===== src/rtl/mdu.sv =====
// Multiply/divide unit with HI/LO registers and a fixed-latency busy window.
// Divider hardware and DIV/DIVU decoding exist only when MDU_DIV_EN is defined.
module mdu (
  input  logic        clk,
  input  logic        reset_n,
  input  logic [31:0] A,
  input  logic [31:0] B,
  input  logic [3:0]  MduOp,
  input  logic        Start,
  output logic        Busy,
  output logic [31:0] res,
  output logic        dbg_state_o
);

  localparam logic [0:0] S_IDLE = 1'b0;
  localparam logic [0:0] S_RUN  = 1'b1;

  localparam logic [3:0] OP_MULT  = 4'd1;
  localparam logic [3:0] OP_MULTU = 4'd2;
`ifdef MDU_DIV_EN
  localparam logic [3:0] OP_DIV   = 4'd3;
  localparam logic [3:0] OP_DIVU  = 4'd4;
`endif
  localparam logic [3:0] OP_MTHI  = 4'd5;
  localparam logic [3:0] OP_MTLO  = 4'd6;
  localparam logic [3:0] OP_MFHI  = 4'd7;
  localparam logic [3:0] OP_MFLO  = 4'd8;

  logic [0:0]  state_q, state_d;
  logic [3:0]  count_q, count_d;
  logic [31:0] hi_q, hi_d, lo_q, lo_d;
  logic [31:0] phi_q, phi_d, plo_q, plo_d;
  logic        wr_q, wr_d;
  logic        busy_q;

  // Both operands are extended to 64 bits so one multiplier serves MULT and MULTU.
  logic [63:0] ext_a, ext_b, prod;
  always_comb begin
    if (MduOp == OP_MULT) begin
      ext_a = {{32{A[31]}}, A};
      ext_b = {{32{B[31]}}, B};
    end else begin
      ext_a = {32'b0, A};
      ext_b = {32'b0, B};
    end
    prod = ext_a * ext_b;
  end

`ifdef MDU_DIV_EN
  logic        b_zero;
  logic [31:0] quo, rem;
  assign b_zero = (B == 32'b0);

  // Signed overflow case is pinned explicitly rather than left to the divider.
  always_comb begin
    quo = 32'b0;
    rem = 32'b0;
    if (!b_zero) begin
      if (MduOp == OP_DIV) begin
        if (A == 32'h8000_0000 && B == 32'hFFFF_FFFF) begin
          quo = 32'h8000_0000;
          rem = 32'b0;
        end else begin
          quo = $signed(A) / $signed(B);
          rem = $signed(A) % $signed(B);
        end
      end else begin
        quo = A / B;
        rem = A % B;
      end
    end
  end
`endif

  always_comb begin
    state_d = state_q;
    count_d = count_q;
    hi_d    = hi_q;
    lo_d    = lo_q;
    phi_d   = phi_q;
    plo_d   = plo_q;
    wr_d    = wr_q;
    case (state_q)
      S_IDLE: begin
        if (Start) begin
          case (MduOp)
            OP_MULT, OP_MULTU: begin
              phi_d   = prod[63:32];
              plo_d   = prod[31:0];
              wr_d    = 1'b1;
              count_d = 4'd5;
              state_d = S_RUN;
            end
`ifdef MDU_DIV_EN
            // Divide by zero still runs the full window but never commits.
            OP_DIV, OP_DIVU: begin
              phi_d   = rem;
              plo_d   = quo;
              wr_d    = !b_zero;
              count_d = 4'd10;
              state_d = S_RUN;
            end
`endif
            OP_MTHI: hi_d = A;
            OP_MTLO: lo_d = A;
            default: ;
          endcase
        end
      end
      default: begin
        count_d = count_q - 4'd1;
        if (count_q == 4'd1) begin
          state_d = S_IDLE;
          if (wr_q) begin
            hi_d = phi_q;
            lo_d = plo_q;
          end
        end
      end
    endcase
  end

  always_ff @(posedge clk or negedge reset_n) begin
    if (!reset_n) begin
      state_q <= S_IDLE;
      count_q <= 4'd0;
      hi_q    <= 32'b0;
      lo_q    <= 32'b0;
      phi_q   <= 32'b0;
      plo_q   <= 32'b0;
      wr_q    <= 1'b0;
      busy_q  <= 1'b0;
    end else begin
      state_q <= state_d;
      count_q <= count_d;
      hi_q    <= hi_d;
      lo_q    <= lo_d;
      phi_q   <= phi_d;
      plo_q   <= plo_d;
      wr_q    <= wr_d;
      busy_q  <= (state_d == S_RUN);
    end
  end

  assign Busy        = busy_q;
  assign dbg_state_o = state_q;

  always_comb begin
    res = 32'b0;
    if (MduOp == OP_MFHI) res = hi_q;
    else if (MduOp == OP_MFLO) res = lo_q;
  end

endmodule


===== config.mk =====
export PLATFORM = sky130hd
export DESIGN_NAME = mdu
export DESIGN_NICKNAME = d
export VERILOG_FILES = /design/src/rtl/mdu.sv
export SDC_FILE = /design/constraint.sdc
export NUM_CORES = 2
export LEC_CHECK = 0
export BUFFER_PORTS_ARGS = -buffer_cell sky130_fd_sc_hd__buf_2
export CAP_MARGIN = 25
export CORE_MARGIN = 5
export CORE_UTILIZATION = 60
export DETAILED_ROUTE_END_ITERATION = 8
export PLACE_DENSITY = 0.76
export SLEW_MARGIN = 10
export SYNTH_ARGS = -nofsm -noshare
export SYNTH_HDL_FRONTEND = slang
export SYNTH_SLANG_ARGS = --single-unit

===== constraint.sdc =====
create_clock -name clk -period 4.1 [get_ports clk]
set_input_delay 0.82 -clock clk [delete_from_list [all_inputs] [get_ports clk]]
set_output_delay 0.82 -clock clk [all_outputs]
set_load 0.01 [all_outputs]

==> results.json <==
{
  "nets": 8076,
  "antenna_found_initial": 7,
  "fmax_mhz": 112.1,
  "startpoint_type": "input pin",
  "grt_usage": 0.3456,
  "critPathArrivalTime_ps": 9230,
  "via_per_inst": 5.513,
  "reg2reg_depth": 6,
  "clock_path_buffers": 2,
  "worst_pin_slew_ps": 1020,
  "cp_max_fo": 8,
  "avgSynthCellArea_um2": 9.398,
  "cp_common_cell": "fa_1",
  "coreArea_um2": 88100,
  "grt_overflow": 0,
  "async_reset_ff_frac": 1.000,
  "grt_pass1_vias": 46076,
  "post-route-period-util": 2.177,
  "r2r_start": "Busy$_DFF_PN0_",
  "path_clk_slew_ps": 60,
  "finalSetupViolations": 59,
  "cts_tree": "built",
  "critical_path_class": "in2reg",
  "violations": "negative setup slack",
  "hold_viol": 0,
  "initial_core_util": 0.6024,
  "ioPinCount": 105,
  "drive_above_1_share": 0.2149,
  "synth_ff_type": "dfrtp_1",
  "relSlewSlack": 0.3198,
  "slew_viol_final": 0,
  "synth_fp_nets": 7450,
  "io_buffers": 104,
  "cts-root-buf": "clkbuf_16",
  "h-tree-depth": 4,
  "fp.dieW_um": 307.4,
  "critPathCapture": "phi_q[20]$_DFFE_PN0P_",
  "rsz0062_at_grt": "yes",
  "remaining_drc_errors": 0,
  "globalplace.congestion": 0.9992,
  "yosysUniqueCellTypes": 70,
  "end_kind": "flip-flop",
  "holdWs_ps": 255.0,
  "drt_iter0_drc": 3130,
  "hold_path.class": "in2async",
  "post-route-min-period_ps": 8924,
  "required_ps": 4400,
  "design.die.area_um2": 94500,
  "area_growth_pct": 21.13,
  "vias": 41094,
  "cts_buffers": 17,
  "ctsHoldBuffers": 0,
  "ys_seq_elements": 134,
  "rows": 109,
  "cp-startpoint": "MduOp[2]",
  "worst_slack_ps": -4824,
  "dp_hpwl_mm": 138.9,
  "synth_area_um2": 53070,
  "drt_first_pass_iters": 6,
  "drt-total-wl_mm": 160.5,
  "syn_inst": 5647,
  "synth_edf_count": 0,
  "cap_violations": 0,
  "status": "complete, but fails checks",
  "cts_sinks": 134,
  "crit_slowest_cell": "fa_1",
  "r2r_end": "hi_q[26]$_DFFE_PN0P_",
  "r2r_setup_slack_ps": 1420,
  "grt_max_degree": 114,
  "grt_pass1_wl_mm": 252.2,
  "insertion_delay_ps": 430,
  "slowest_delay_ps": 530,
  "fin_skew_ps": 8.823,
  "seq_area_frac_synth": 0.06318,
  "yosysWarningCount": 0,
  "die_h_um": 307.4,
  "wl_per_cell_um": 21.53,
  "antenna_left": 0
}
Yosys cell counts, drive strengths merged (2+ instances only):
cell,number,area share
o41ai,2,0.00083
and4,2,0.00033
or3,4,0.00047
and2,409,0.048
clkbuf,266,0.019
nand2b,12,0.0014
nor3,15,0.0014
o311ai,4,0.00099
fa,1422,0.54
nor2b,41,0.0048
o21bai,12,0.0017
mux2i,5,0.00094
xnor2,84,0.014
maj3,3,0.00057
nand2,772,0.055
nand3,15,0.0014
mux2,4,0.00085
a21o,36,0.0051
or2,2,0.00024
nor2,106,0.0076
a211o,2,0.00033
nand4,9,0.0011
a211oi,4,0.00066
ha,310,0.073
and3,30,0.0037
a31oi,10,0.0012
a31o,7,0.0012
xor2,34,0.0056
buf,13,0.0011
a21oi,198,0.019
o21a,13,0.0018
a221oi,2,0.00045
o21ai,97,0.0092
nor4,2,0.00024
dfrtp,134,0.063
a41oi,2,0.00033
nor3b,6,0.00094
o31ai,12,0.0022
a22o,32,0.0053
nor4b,3,0.00050
a22oi,2,0.00028
inv,1497,0.11
timing repair:
item / 4_1_cts / 5_1_grt
pin swaps: 188 / 146
cloned: 3 / 1
gates resized for setup: 302 / 154
setup endpoints to repair: 59 / 59
setup buffers: 39 / 38
registers in the layout (all words and copies together), names as in the netlist:
signal and flops:
hi_q 32, lo_q 32, phi_q 32, plo_q 32
count_q 4, Busy 1, wr_q 1
logic make-up after synthesis:
logic type,count (synthesis),share of synthesized area
multiplexers,9,0.001792
adder cells (fa/ha/maj),1735,0.6101
flip-flops,134,0.06318
AND/OR/NAND/NOR,1429,0.1272
XOR/XNOR,118,0.01947
AO/OA/AOI/OAI,446,0.05250
buffers and inverters,1776,0.1258
per-layer routing:
metal / vias to the layer above / wire length [µm] / global-route usage
li1: 17498 / - / -
met1: 21178 / 59010 / 0.4421
met2: 1920 / 78340 / 0.5872
met3: 496 / 13730 / 0.06189
met4: 2 / 9427 / 0.1463
met5: - / 13 / 0
layout by cell type, fill, tap and decap left out, drive strengths merged, types with 32 or more instances in the layout:
master | synthesis | final
a21o | 36 | 36
a21oi | 198 | 198
a22o | 32 | 32
and2 | 409 | 409
buf | 13 | 882
dfrtp | 134 | 134
fa | 1422 | 1422
ha | 310 | 310
inv | 1497 | 1504
nand2 | 772 | 772
nor2 | 106 | 106
nor2b | 41 | 41
o21ai | 97 | 97
xnor2 | 84 | 84
xor2 | 34 | 34
layout make-up:
type	instances	area (µm²)
flip-flops and latches	134	3357
well taps	1165	1458
inverters	1497	5632
diodes	3	7.507
fillers	6082	23820
multi-input cells	3737	45310
repair buffers	886	7906
clock buffers	17	425.4
clock inverters	15	188.9
how the worst min path moves through the flow:
| stage | cells past startpoint | slack, ps | from | endpoint |
|---|---|---|---|---|
| 3_5_place_dp | 1 | 460 | wr_q$_DFFE_PN0P_ | wr_q$_DFFE_PN0P_ |
| 3_3_place_gp | 1 | 470 | wr_q$_DFFE_PN0P_ | wr_q$_DFFE_PN0P_ |
| 5_1_grt | 1 | 260 | reset_n | Busy$_DFF_PN0_ |
| 4_1_cts | 1 | 480 | wr_q$_DFFE_PN0P_ | wr_q$_DFFE_PN0P_ |
| 2_1_floorplan | 1 | 440 | wr_q$_DFFE_PN0P_ | wr_q$_DFFE_PN0P_ |
| 6_report | 1 | 250 | reset_n | Busy$_DFF_PN0_ |
through the flow:
step	setup WS (ps)	cells	instance area [µm²]	setup TNS, ps	util
finish	-4824	7454	64280	-221880	0.7296
global route	-5066	7451	64280	-234180	0.7296
CTS	-4797	7416	63390	-218500	0.7196
detailed placement	-5517	7350	61130	-261150	0.6939
global placement	-5347	7350	61130	-256340	0.6939
floorplan	-5053	5647	55030	-206690	-
worst max-delay path: cells and delay by family:
family                     cells  cell delay (ps)
adders and majority gates     11             4910
AOI/OAI and AO/OA              9             1570
and+or+nand+nor                6             1160
buffers and inverters          9              750
Power is not shown: default switching activity piles up to over one toggle a cycle in this logic, so the estimate is an artifact.
